--- src/rtl/adder_share_arbiter.sv ---
// Round-robin time-sharing of one 16-bit adder between two requesters.
// Operands are latched on acceptance and held for CALC_CYCLES before capture.

module adder_16bit (
  input  logic [15:0] a,
  input  logic [15:0] b,
  input  logic        cin,
  output logic [15:0] sum,
  output logic        cout
);
  assign {cout, sum} = {1'b0, a} + {1'b0, b} + {16'b0, cin};
endmodule

module adder_share_arbiter #(
  parameter int CALC_CYCLES = 1
) (
  input  logic        clk,
  input  logic        n_rst,
  input  logic        req_0,
  input  logic [15:0] a_0,
  input  logic [15:0] b_0,
  input  logic        cin_0,
  input  logic        req_1,
  input  logic [15:0] a_1,
  input  logic [15:0] b_1,
  input  logic        cin_1,
  output logic        grant_0,
  output logic        grant_1,
  output logic        done_0,
  output logic        done_1,
  output logic [15:0] sum,
  output logic        overflow,
  output logic        busy
);
  typedef enum logic [1:0] {IDLE, CALC, DONE} state_t;

  localparam logic [3:0] CNT_LOAD = 4'(CALC_CYCLES - 1);

  state_t      state_reg, state_next;
  logic [15:0] a_reg, a_next;
  logic [15:0] b_reg, b_next;
  logic        cin_reg, cin_next;
  logic        owner_reg, owner_next;
  logic        last_owner_reg, last_owner_next;
  logic [3:0]  cnt_reg, cnt_next;
  logic [15:0] sum_reg, sum_next;
  logic        ov_reg, ov_next;
  logic [15:0] add_sum;
  logic        add_cout;
  logic        pick;

  // The shared adder only ever sees the latched operands.
  adder_16bit u_adder (
    .a   (a_reg),
    .b   (b_reg),
    .cin (cin_reg),
    .sum (add_sum),
    .cout(add_cout)
  );

  always_ff @(posedge clk or negedge n_rst) begin
    if (!n_rst) begin
      state_reg      <= IDLE;
      a_reg          <= '0;
      b_reg          <= '0;
      cin_reg        <= 1'b0;
      owner_reg      <= 1'b0;
      last_owner_reg <= 1'b1;
      cnt_reg        <= '0;
      sum_reg        <= '0;
      ov_reg         <= 1'b0;
    end else begin
      state_reg      <= state_next;
      a_reg          <= a_next;
      b_reg          <= b_next;
      cin_reg        <= cin_next;
      owner_reg      <= owner_next;
      last_owner_reg <= last_owner_next;
      cnt_reg        <= cnt_next;
      sum_reg        <= sum_next;
      ov_reg         <= ov_next;
    end
  end

  // On a tie, the requester that was not served last wins.
  assign pick = (req_0 && req_1) ? ~last_owner_reg : req_1;

  always_comb begin
    state_next      = state_reg;
    a_next          = a_reg;
    b_next          = b_reg;
    cin_next        = cin_reg;
    owner_next      = owner_reg;
    last_owner_next = last_owner_reg;
    cnt_next        = cnt_reg;
    sum_next        = sum_reg;
    ov_next         = ov_reg;
    case (state_reg)
      IDLE: begin
        if (req_0 || req_1) begin
          owner_next = pick;
          a_next     = pick ? a_1 : a_0;
          b_next     = pick ? b_1 : b_0;
          cin_next   = pick ? cin_1 : cin_0;
          cnt_next   = CNT_LOAD;
          state_next = CALC;
        end
      end
      CALC: begin
        if (cnt_reg != 4'd0) begin
          cnt_next = cnt_reg - 4'd1;
        end else begin
          sum_next        = add_sum;
          ov_next         = add_cout;
          last_owner_next = owner_reg;
          state_next      = DONE;
        end
      end
      DONE:    state_next = IDLE;
      default: state_next = IDLE;
    endcase
  end

  assign busy     = (state_reg != IDLE);
  assign grant_0  = busy && !owner_reg;
  assign grant_1  = busy && owner_reg;
  assign done_0   = (state_reg == DONE) && !owner_reg;
  assign done_1   = (state_reg == DONE) && owner_reg;
  assign sum      = sum_reg;
  assign overflow = ov_reg;
endmodule

--- config.mk ---
export PLATFORM = sky130hd
export DESIGN_NAME = adder_share_arbiter
export DESIGN_NICKNAME = d
export VERILOG_FILES = /design/src/rtl/adder_share_arbiter.sv
export SDC_FILE = /design/constraint.sdc
export NUM_CORES = 1
export LEC_CHECK = 0
export ABC_AREA = 1
export CORE_MARGIN = 2
export CORE_UTILIZATION = 50
export DETAILED_ROUTE_END_ITERATION = 16
export MAX_ROUTING_LAYER = met4
export PLACE_DENSITY = 0.9
export SLEW_MARGIN = 20
export SYNTH_ARGS = -nofsm -noshare
export SYNTH_HDL_FRONTEND = slang
export SYNTH_SLANG_ARGS = --single-unit
--- constraint.sdc ---
create_clock -name clk -period 3.3 [get_ports clk]
set_input_delay 0.495 -clock clk [delete_from_list [all_inputs] [get_ports clk]]
set_output_delay 0.495 -clock clk [all_outputs]
set_load 0.005 [all_outputs]
==> metrics.yaml, run 1 <==
status: "completed"
via_count: 3294
place_ws_ps: 879
power_frac_seq_pct: 27.3
htreeDepth: 3
multiInputGateArea_um2: 1770
hold_buffers: 0
syn_nets: 565
p_sw_share_pct: 45.6
yosysUniqueCellTypes: 34
worst_slew_pin_slew_ps: 904
holdCritPathClass: "in2async"
clk_latency_ps: 350
power.share.clock_pct: 13.4
drt-wirelength-per-cell_um: 12.9
cp.depth: 11
max_freq_mhz: 469
layout-drive-gt1-share_pct: 7.02
antenna_found_initial: 0
crit_required_ps: 3520
overflow: 0
intPower_mw: 2.60
io_buffer_count: 91
worstPathMaxFanout: 3
diodes: 0
coreArea_um2: 6830
avgViaCountPerCell: 4.95
drtAntennaViolNets: 0
switchingPower_mw: 2.18
leakage_nw: 2.27
clock_path_buffers: 2
num-nets-final: 653
syn_to_final_growth_pct: 31.2
drt-total-wl_mm: 8.59
postSynthAreaPerCell_um2: 7.42
seq_area_um2: 1450
drv_slew: 0
ys_seq_elements: 58
arrival_ps: 2360
cpPeakStageDelay_ps: 490
grt_start_max_net_pins: 42
grt_pass1_wl_mm: 14.6
track_usage_pct: 25.0
rows: 30
fin_ws_ps: 1170
combPwrFrac_pct: 59.3
r2r_start: "a_reg[0]"
path_common_cell: "nand2_1"
cts_inserted_buffers: 9
drc: 0
pin_count: 92
slowest_stage: "fa_1"
drtPass1Iterations: 5
clkTransAtPathRegs_ps: 70
dp_cells: 650
ys_seq_area_share_pct: 41.1
die_w_um: 88.1
cp-start-kind: "flip-flop"
die_h_um: 88.1
path_delay_family: "adder cells"
cts_num_sinks: 58
crit_chain: "fa_1, fa_1, nand2_1, nand2_1, and2_4, nand2_2, nand2_2, nand3b_1, nand2_1, nand2_1, nand2_1"
slew-limit-headroom_pct: 39.7
syn_inst: 477
synth_area_um2: 3540
start_util_pct: 51.8
first_iter_violations: 225
grt_pass1_vias: 3192
crit_buf_inv: 0
fin_setup_tns_ps: 0
post_cts_buffers: 0
fin_cells: 666
end_kind: "flip-flop"
worstSetupPathType: "reg2reg"
clock-skew-final_ps: 16.9
reg2reg_depth: 11
cts_root_buffer: "clkbuf_8"
ys_warn_count: 0
dpl.hpwl_mm: 6.58
hold_viol: 0
cts_tree: "yes"
gp_congestion: 0.881
utilization_pct: 68.0
period_share_pct: 64.7
power_density_nw_per_um2: 1030
vdd_drop_max_v: 0.000383
setup_violations: 0
post_cts_resized: 0
rsz0062_at_grt: "false"
maxCapViolCount: 0
crit_start: "a_reg[0]"
period_needed_ps: 2130
die_area_um2: 7770
fillers: 584
==> path summary, 6_finish.rpt <==
kind                            end  slack, ps
max in group asynchronous  b_reg[6]       2230
min in group clk           overflow        480
min reg2reg                overflow        480
max reg2reg                overflow       1170
min                         sum[14]        280
max                        overflow       1170
==> layer usage <==
metal	part of all wire, %	routed length (µm)	global-route usage, %	vias up
met1	47	4020	33.7	1469
met3	4.8	416	2.73	10
met2	47	4000	39.1	117
met4	1.7	150	8.95	0
li1	-	-	-	1698
met5	0	0	-	-
==> synth_stat cells, drive strengths merged <==
master  count  area, µm²
a21oi       9       52.6
nand2     156        608
inv        50        190
nand4       1       6.26
nand3b      4       30.0
or2         5       31.3
xnor2       2       17.5
clkbuf      2       7.51
ha         16        200
nor3        9       60.1
and2        1       8.76
a21o        1       7.51
o21ai      75        387
fa          2       40.0
nand3      22        110
xor2        1       8.76
o31ai       1       12.5
dfrtp      57       1430
buf        14        118
dfstp       1       26.3
nor2       48        190
==> power by group through the flow <==
stage / clock network (mW) / logic (mW) / registers, mW
final: 0.640 / 2.83 / 1.30
after global routing: 0.672 / 3.25 / 1.34
after CTS: 0.643 / 2.83 / 1.30
after detailed placement: 0 / 2.80 / 1.31
after global placement: 0 / 2.72 / 1.29
after floorplan: 0 / 2.05 / 1.26
==> per-stage QoR <==
stage / hold WS (ps) / cell area, µm² / power (mW)
after floorplan: 199 / 3540 / 3.31
after global placement: 455 / 4450 / 4.02
after detailed placement: 465 / 4450 / 4.11
after CTS: 309 / 4640 / 4.78
after global routing: 363 / 4640 / 5.26
final: 278 / 4640 / 4.78
==> cell families after synthesis <==
logic type | Yosys count | synth area share (%)
flops | 58 | 41.1
simple gates | 246 | 29.5
xor+xnor | 3 | 0.743
compound gates | 86 | 13.0
buf+inv | 66 | 8.91
fa+ha+maj | 18 | 6.79
==> cell usage in the layout (no fill, tap or decap), types with 3 or more instances in the layout <==
| cell type | netlist | layout |
|---|---|---|
| nor3_1 | 6 | 6 |
| nor2_1 | 46 | 46 |
| nand3b_1 | 4 | 4 |
| nand2_1 | 149 | 149 |
| o21ai_1 | 36 | 36 |
| o21ai_0 | 36 | 36 |
| clkbuf_8 | 0 | 10 |
| clkdlybuf4s50_1 | 0 | 90 |
| nand3_1 | 22 | 22 |
| clkbuf_1 | 2 | 3 |
| inv_1 | 46 | 46 |
| inv_2 | 3 | 3 |
| nand2_2 | 6 | 6 |
| o21ai_2 | 3 | 3 |
| dfrtp_1 | 57 | 57 |
| a21oi_1 | 7 | 7 |
| ha_1 | 16 | 16 |
| or2_1 | 3 | 3 |
| nor3_2 | 3 | 3 |
==> area by class of cell <==
cell class / count / area share, %
multi-input combinational: 353 / 38.1
clock inverter: 3 / 0.862
timing repair buffer: 93 / 19.8
sequential: 58 / 31.3
tap: 96 / 2.59
inverter: 50 / 4.10
clock buffer: 13 / 3.21
(Power assumes the default switching activity.)
==> run 2: changes to the inputs <==
--- a/config.mk
+++ b/config.mk
@@ -7,10 +7,10 @@
 export LEC_CHECK = 0
 export ABC_AREA = 1
 export CORE_MARGIN = 2
-export CORE_UTILIZATION = 50
+export CORE_UTILIZATION = 45
 export DETAILED_ROUTE_END_ITERATION = 16
 export MAX_ROUTING_LAYER = met4
-export PLACE_DENSITY = 0.9
+export PLACE_DENSITY = 0.86
 export SLEW_MARGIN = 20
 export SYNTH_ARGS = -nofsm -noshare
 export SYNTH_HDL_FRONTEND = slang
==> constraint.sdc (replaced) <==
create_clock -name clk -period 1.8 [get_ports clk]
set_input_delay 0.27 -clock clk [delete_from_list [all_inputs] [get_ports clk]]
set_output_delay 0.27 -clock clk [all_outputs]
set_load 0.005 [all_outputs]
==> metrics.yaml, run 2 (same netlist as run 1, synthesis figures left out) <==
status: "finished, violations left"  # was completed
violations: "negative setup slack"
slew-limit-headroom_pct: 69.3  # was 39.7%
slowest_stage: "fa_2"  # was fa_1
max_freq_mhz: 508  # was 469 MHz
layout_commonest_cell: "nand2_1"  # unchanged
overflow: 0  # unchanged
cts_tree: "yes"  # unchanged
dp_cells: 661  # was 650
drc: 0  # unchanged
setup_violations: 7  # was 0
worstPathMaxFanout: 3  # unchanged
rr_endpoint: "overflow"  # unchanged
period_needed_ps: 1970  # was 2130 ps
die_w_um: 92.7  # was 88.1 µm
cpPeakStageDelay_ps: 410  # was 490 ps
drt-wirelength-per-cell_um: 12.8  # was 12.9 µm
num-nets-final: 662  # was 653
multiInputGateArea_um2: 1840  # was 1770 µm²
fin_setup_tns_ps: -720  # was 0 ps
reg2reg_depth: 11  # unchanged
r2r_start: "a_reg[0]"  # unchanged
path_common_cell: "nand2_2"  # was nand2_1
cts_num_sinks: 58  # unchanged
first_iter_violations: 181  # was 225
worstSetupPathType: "reg2reg"  # unchanged
clock_path_buffers: 2  # unchanged
power_density_nw_per_um2: 1940  # was 1030 nW/µm²
io_buffer_count: 91  # unchanged
fin_ws_ps: -170  # was 1170 ps
worst_slew_pin_slew_ps: 461  # was 904 ps
drv_slew: 0  # unchanged
antenna_found_initial: 0  # unchanged
maxCapViolCount: 0  # unchanged
clkTransAtPathRegs_ps: 70  # about the same
diodes: 0  # unchanged
via_count: 3344  # was 3294
clk_latency_ps: 340  # was 350 ps
hold_viol: 0  # unchanged
layout-drive-gt1-share_pct: 11.7  # was 7.02%
coreArea_um2: 7690  # was 6830 µm²
syn_to_final_growth_pct: 37.3  # was 31.2%
crit_required_ps: 2030  # was 3520 ps
grt_pass1_wl_mm: 15.0  # was 14.6 mm
cp-start-kind: "flip-flop"  # unchanged
drtAntennaViolNets: 0  # unchanged
final_cell_mix: "nand2_1 (142), clkdlybuf4s50_1 (87), dfrtp_1 (56)"  # was nand2_1 (149), clkdlybuf4s50_1 (90), dfrtp_1 (57)
grt_start_max_net_pins: 40  # was 42
arrival_ps: 2200  # was 2360 ps
grt_pass1_vias: 3345  # was 3192
vdd_drop_max_v: 0.000685  # was 0.000383 V
fillers: 676  # was 584
leakage_nw: 2.39  # was 2.27 nW
start_util_pct: 46.0  # was 51.8%
htreeDepth: 3  # unchanged
rsz0062_at_grt: "true"  # was false
die_h_um: 92.7  # was 88.1 µm
place_ws_ps: -151  # was 879 ps
endpoint: "overflow"  # unchanged
holdCritPathClass: "in2async"  # unchanged
crit_start: "a_reg[0]"  # unchanged
avgViaCountPerCell: 4.91  # was 4.95
period_share_pct: 109  # was 64.7%
end_kind: "flip-flop"  # unchanged
cts_root_buffer: "clkbuf_8"  # unchanged
rows: 32  # was 30
pin_count: 92  # unchanged
track_usage_pct: 22.5  # was 25.0%
cts_inserted_buffers: 9  # unchanged
reg2reg_slack_ps: -170  # was 1170 ps
holdWs_ps: 412  # was 278 ps
clock-skew-final_ps: 10.6  # was 16.9 ps
crit_chain: "fa_2, fa_2, nand2_2, nand2_2, and2_4, nand2_2, nand2_2, nand3b_1, nand2_1, nand2_1, nand2_1"  # was fa_1, fa_1, nand2_1, nand2_1, and2_4, nand2_2, nand2_2, nand3b_1, nand2_1, nand2_1, nand2_1
die_area_um2: 8590  # was 7770 µm²
seq_area_um2: 1450  # about the same
drt-total-wl_mm: 8.72  # was 8.59 mm
dpl.hpwl_mm: 6.71  # was 6.58 mm
drtPass1Iterations: 4  # was 5
fin_cells: 681  # was 666
gp_congestion: 0.907  # was 0.881
==> run 2: changes by cell type in the layout (fill, tap and decap cells not counted), moves of 2 or more <==
cell / before / now
nand2_1: 149 / 142
buf_4: 2 / 8
nand2_2: 6 / 12
ha_1: 16 / 12
ha_2: 0 / 4
clkdlybuf4s50_1: 90 / 87
dlymetal6s2s_1: 0 / 3
buf_12: 0 / 2
clkbuf_1: 3 / 1
fa_1: 2 / 0
fa_2: 0 / 2
nor3_1: 6 / 4
nor3_2: 3 / 5
==> run 2: worst min-delay path by stage <==
stage | start | to | slack, ps | cells after the start
detailed placement | n_rst | cnt_reg[0] | 250 | 1
CTS | n_rst | cnt_reg[0] | 420 | 2
global route | n_rst | sum[11] | 460 | 2
floorplan | n_rst | a_reg[0] | -30 | 0
global placement | n_rst | cnt_reg[0] | 240 | 1
finish | n_rst | cnt_reg[0] | 410 | 2
==> run 2: per-stage QoR <==
step / cell area (µm²) / power, mW / util [%]
2_1_floorplan: 3540 / 6.08 / -
3_3_place_gp: 4530 / 7.59 / 58.9
3_5_place_dp: 4530 / 7.75 / 58.9
4_1_cts: 4790 / 9.26 / 62.4
5_1_grt: 4860 / 10.3 / 63.2
6_report: 4860 / 9.44 / 63.2
==> run 2: timing repair <==
item	4_1_cts	5_1_grt
pin swaps	3	5
gates cloned	0	0
endpoints found under the setup margin	7	17
hold buffers	1	0
setup buffers	1	2
endpoints found under the hold margin	19	0
resized for setup	5	16
==> run 2: power by group <==
group	internal [mW]	total [mW]	switching, mW
combinational	2.39	5.66	3.27
sequential	1.97	2.41	0.438
clock	0.856	1.37	0.519
==> run 2: per-layer routing <==
metal | up-vias | wire length, µm | global-route usage, % | part of all wire, %
li1 | 1722 | - | - | -
met2 | 112 | 3960 | 35.1 | 45
met1 | 1495 | 4160 | 30.1 | 48
met4 | 0 | 162 | 8.70 | 1.9
met5 | - | 0 | - | 0
met3 | 15 | 443 | 3.01 | 5.1
==> run 2: layout make-up <==
type | instances | share of cell area (%)
clock inverter | 4 | 1.52
clock buffer | 12 | 3.19
tap | 102 | 2.63
timing repair buffer | 102 | 21.1
multi-input combinational | 353 | 37.8
sequential | 58 | 29.9
inverter | 50 | 3.91
==> run 2: worst max-delay path: cells and delay by family (launching register included) <==
family | cells | cell delay, ps
AND/OR/NAND/NOR | 9 | 680
adder cells (fa/ha/maj) | 2 | 770
flip-flops | 1 | 400
==> run 3: changes to the inputs <==
--- a/config.mk
+++ b/config.mk
@@ -14,4 +14,5 @@
 export SLEW_MARGIN = 20
 export SYNTH_ARGS = -nofsm -noshare
 export SYNTH_HDL_FRONTEND = slang
+export SYNTH_HIERARCHICAL = 1
 export SYNTH_SLANG_ARGS = --single-unit
==> metrics.yaml, run 3 <==
hold_viol: 0  # unchanged
async_flop_share_pct: 100  # unchanged
fin_ws_ps: -220  # was -170 ps
r2r_start: "a_reg[0]"  # unchanged
drt-wirelength-per-cell_um: 12.6  # was 12.8 µm
pin_count: 92  # unchanged
place_ws_ps: -151  # about the same
violations: "negative setup slack"  # unchanged
worstSetupPathType: "reg2reg"  # unchanged
synth_simple_gate_area_share_pct: 30.1  # was 29.5%
gp_congestion: 0.921  # was 0.907
power_mw: 9.59  # was 9.44 mW
synth_top_area_share_pct: 40.0  # was 40.3%
cp-start-kind: "flip-flop"  # unchanged
reg2reg_depth: 10  # was 11
avgViaCountPerCell: 4.88  # was 4.91
syn_to_final_growth_pct: 37.0  # was 37.3%
rr_endpoint: "sum[6]"  # was overflow
diodes: 0  # unchanged
cts_inserted_buffers: 9  # unchanged
vdd_drop_max_v: 0.000659  # was 0.000685 V
holdCritPathClass: "in2async"  # unchanged
holdWs_ps: 460  # was 412 ps
grt_start_max_net_pins: 59  # was 40
rows: 32  # unchanged
ys_seq_elements: 58  # unchanged
rsz0062_at_grt: "true"  # unchanged
end_kind: "flip-flop"  # unchanged
power_density_nw_per_um2: 1960  # was 1940 nW/µm²
cts_num_sinks: 58  # unchanged
grt_pass1_wl_mm: 14.5  # was 15.0 mm
first_iter_violations: 161  # was 181
cts_tree: "yes"  # unchanged
fin_setup_tns_ps: -1600  # was -720 ps
synth.most_common_cell: "nand2_1"  # unchanged
syn_inst: 485  # was 477
reg2reg_slack_ps: -220  # was -170 ps
synthAdderAreaFrac_pct: 7.09  # was 6.79%
postPlaceCellArea_um2: 4550  # was 4530 µm²
fin_cells: 692  # was 681
synthMuxAreaShare_pct: 0  # unchanged
io_buffer_count: 91  # unchanged
die_h_um: 93.0  # was 92.7 µm
status: "finished, violations left"  # unchanged
period_needed_ps: 2020  # was 1970 ps
layout-drive-gt1-share_pct: 12.2  # was 11.7%
yosys.area.top_type: "dfrtp_1"  # unchanged
drtPass1Iterations: 5  # was 4
arrival_ps: 2240  # was 2200 ps
stdcell_area_um2: 4880  # was 4860 µm²
postSynthAreaPerCell_um2: 7.35  # was 7.42 µm²
clkTransAtPathRegs_ps: 70  # about the same
antenna_found_initial: 0  # unchanged
drv_slew: 0  # unchanged
syn_nets: 574  # was 565
ys_warn_count: 6  # was 0
synth_area_um2: 3570  # was 3540 µm²
maxCapViolCount: 0  # unchanged
num-nets-final: 674  # was 662
final_cell_mix: "nand2_1 (159), clkdlybuf4s50_1 (88), dfrtp_1 (56)"  # was nand2_1 (142), clkdlybuf4s50_1 (87), dfrtp_1 (56)
drt-total-wl_mm: 8.69  # was 8.72 mm
ys_top_cells_by_area: "dfrtp_1 (40%), nand2_1 (18%), o21ai_1 (6.2%)"  # was dfrtp_1 (40%), nand2_1 (16%), ha_1 (5.7%)
ys_seq_area_share_pct: 40.7  # was 41.1%
setup_violations: 12  # was 7
synth_xor_area_share_pct: 1.96  # was 0.743%
track_usage_pct: 21.7  # was 22.5%
clk_latency_ps: 330  # was 340 ps
synth-edff-count: 0  # unchanged
cts_root_buffer: "clkbuf_8"  # unchanged
yosysUniqueCellTypes: 33  # was 34
dpl.hpwl_mm: 6.61  # was 6.71 mm
worstPathMaxFanout: 3  # unchanged
clock-skew-final_ps: 10.2  # was 10.6 ps
start_util_pct: 46.4  # was 46.0%
crit_required_ps: 2020  # was 2030 ps
grt_pass1_vias: 3289  # was 3345
dp_cells: 668  # was 661
drc: 0  # unchanged
worst_slew_pin_slew_ps: 480  # was 461 ps
coreArea_um2: 7690  # unchanged
layout_commonest_cell: "nand2_1"  # unchanged
synth_compound_area_share_pct: 11.4  # was 13.0%
synth_ff_type: "dfrtp_1"  # unchanged
period_share_pct: 112  # was 109%
leakage_nw: 2.44  # was 2.39 nW
synth_top_family_by_area: "simple AND/OR/NAND/NOR gates"  # unchanged
max_freq_mhz: 495  # was 508 MHz
overflow: 0  # unchanged
die_w_um: 93.0  # was 92.7 µm
htreeDepth: 3  # unchanged
slew-limit-headroom_pct: 68.0  # was 69.3%
die_area_um2: 8650  # was 8590 µm²
utilization_pct: 63.5  # was 63.2%
via_count: 3377  # was 3344
synthTopCellsByCount: "nand2_1 (168), dfrtp_1 (57), nor2_1 (49)"  # was nand2_1 (149), dfrtp_1 (57), inv_1 (46), nor2_1 (46)
drtAntennaViolNets: 0  # unchanged
clock_path_buffers: 2  # unchanged
fillers: 673  # was 676
[run 3: cell count changes after synthesis, moves of 3 or more]
cell / before / now
inv_1: 46 / 40
o21ai_0: 36 / 26
inv_2: 3 / 7
nor2_1: 46 / 49
buf_4: 4 / 1
xor2_1: 1 / 7
nand3_1: 22 / 10
nand3_2: 0 / 3
nand2_1: 149 / 168
o21ai_1: 36 / 44
nand2_2: 6 / 10
nor3_1: 6 / 3
buf_1: 0 / 3
[run 3: layer usage]
layer | track usage (%) | routed length, µm | up-vias
met3 | 3.06 | 440 | 9
li1 | - | - | 1722
met2 | 35.3 | 4150 | 108
met1 | 27.5 | 3950 | 1538
met4 | 8.95 | 150 | 0
met5 | - | 0 | -
[run 3: critical path, stage by stage (launching register included)]
cell and delay [ps]:
dfrtp_1 400, fa_2 410, fa_2 360, nand2_1 90, nand2_1 70, nand3b_1 100, nand2_2 80, buf_4 140
xor2_1 130, nand2_1 70, nand2_1 50
[run 3: how the worst max path moves through the flow]
| stage | start | to | slack (ps) | depth (start not counted) |
|---|---|---|---|---|
| after CTS | cin_reg | sum[8] | -160 | 10 |
| after global routing | a_reg[0] | sum[14] | -310 | 12 |
| final | a_reg[0] | sum[6] | -220 | 10 |
| after global placement | a_reg[0] | sum[8] | -90 | 10 |
| after detailed placement | a_reg[0] | sum[8] | -150 | 10 |
| after floorplan | a_reg[0] | sum[8] | -30 | 10 |
[run 3: report_power, final]
group	internal, mW	switching (mW)
Sequential	1.98	0.462
Clock	0.780	0.489
Combinational	2.49	3.39
[run 3: repair_timing]
action                                  CTS  global route
buffers inserted                          3             4
hold endpoints to repair                 57             0
endpoints found under the setup margin    8            17
pin swaps                                 3            10
resized for setup                         2            18
hold buffers                              1             0
[run 3: kinds of logic after synthesis]
logic type               after synthesis
adder cells (fa/ha/maj)               19
flip-flops                            58
XOR/XNOR                               8
AND/OR/NAND/NOR                      256
AO/OA/AOI/OAI                         80
buffers and inverters                 64
[run 3: area by class of cell]
class | instances | area (µm²) | area share (%)
inverter | 48 | 181 | 3.71
clock buffer | 13 | 139 | 2.84
multi-input combinational | 363 | 1870 | 38.3
sequential | 58 | 1450 | 29.8
tap | 102 | 128 | 2.61
timing repair buffer | 105 | 1050 | 21.4
clock inverter | 3 | 65.1 | 1.33
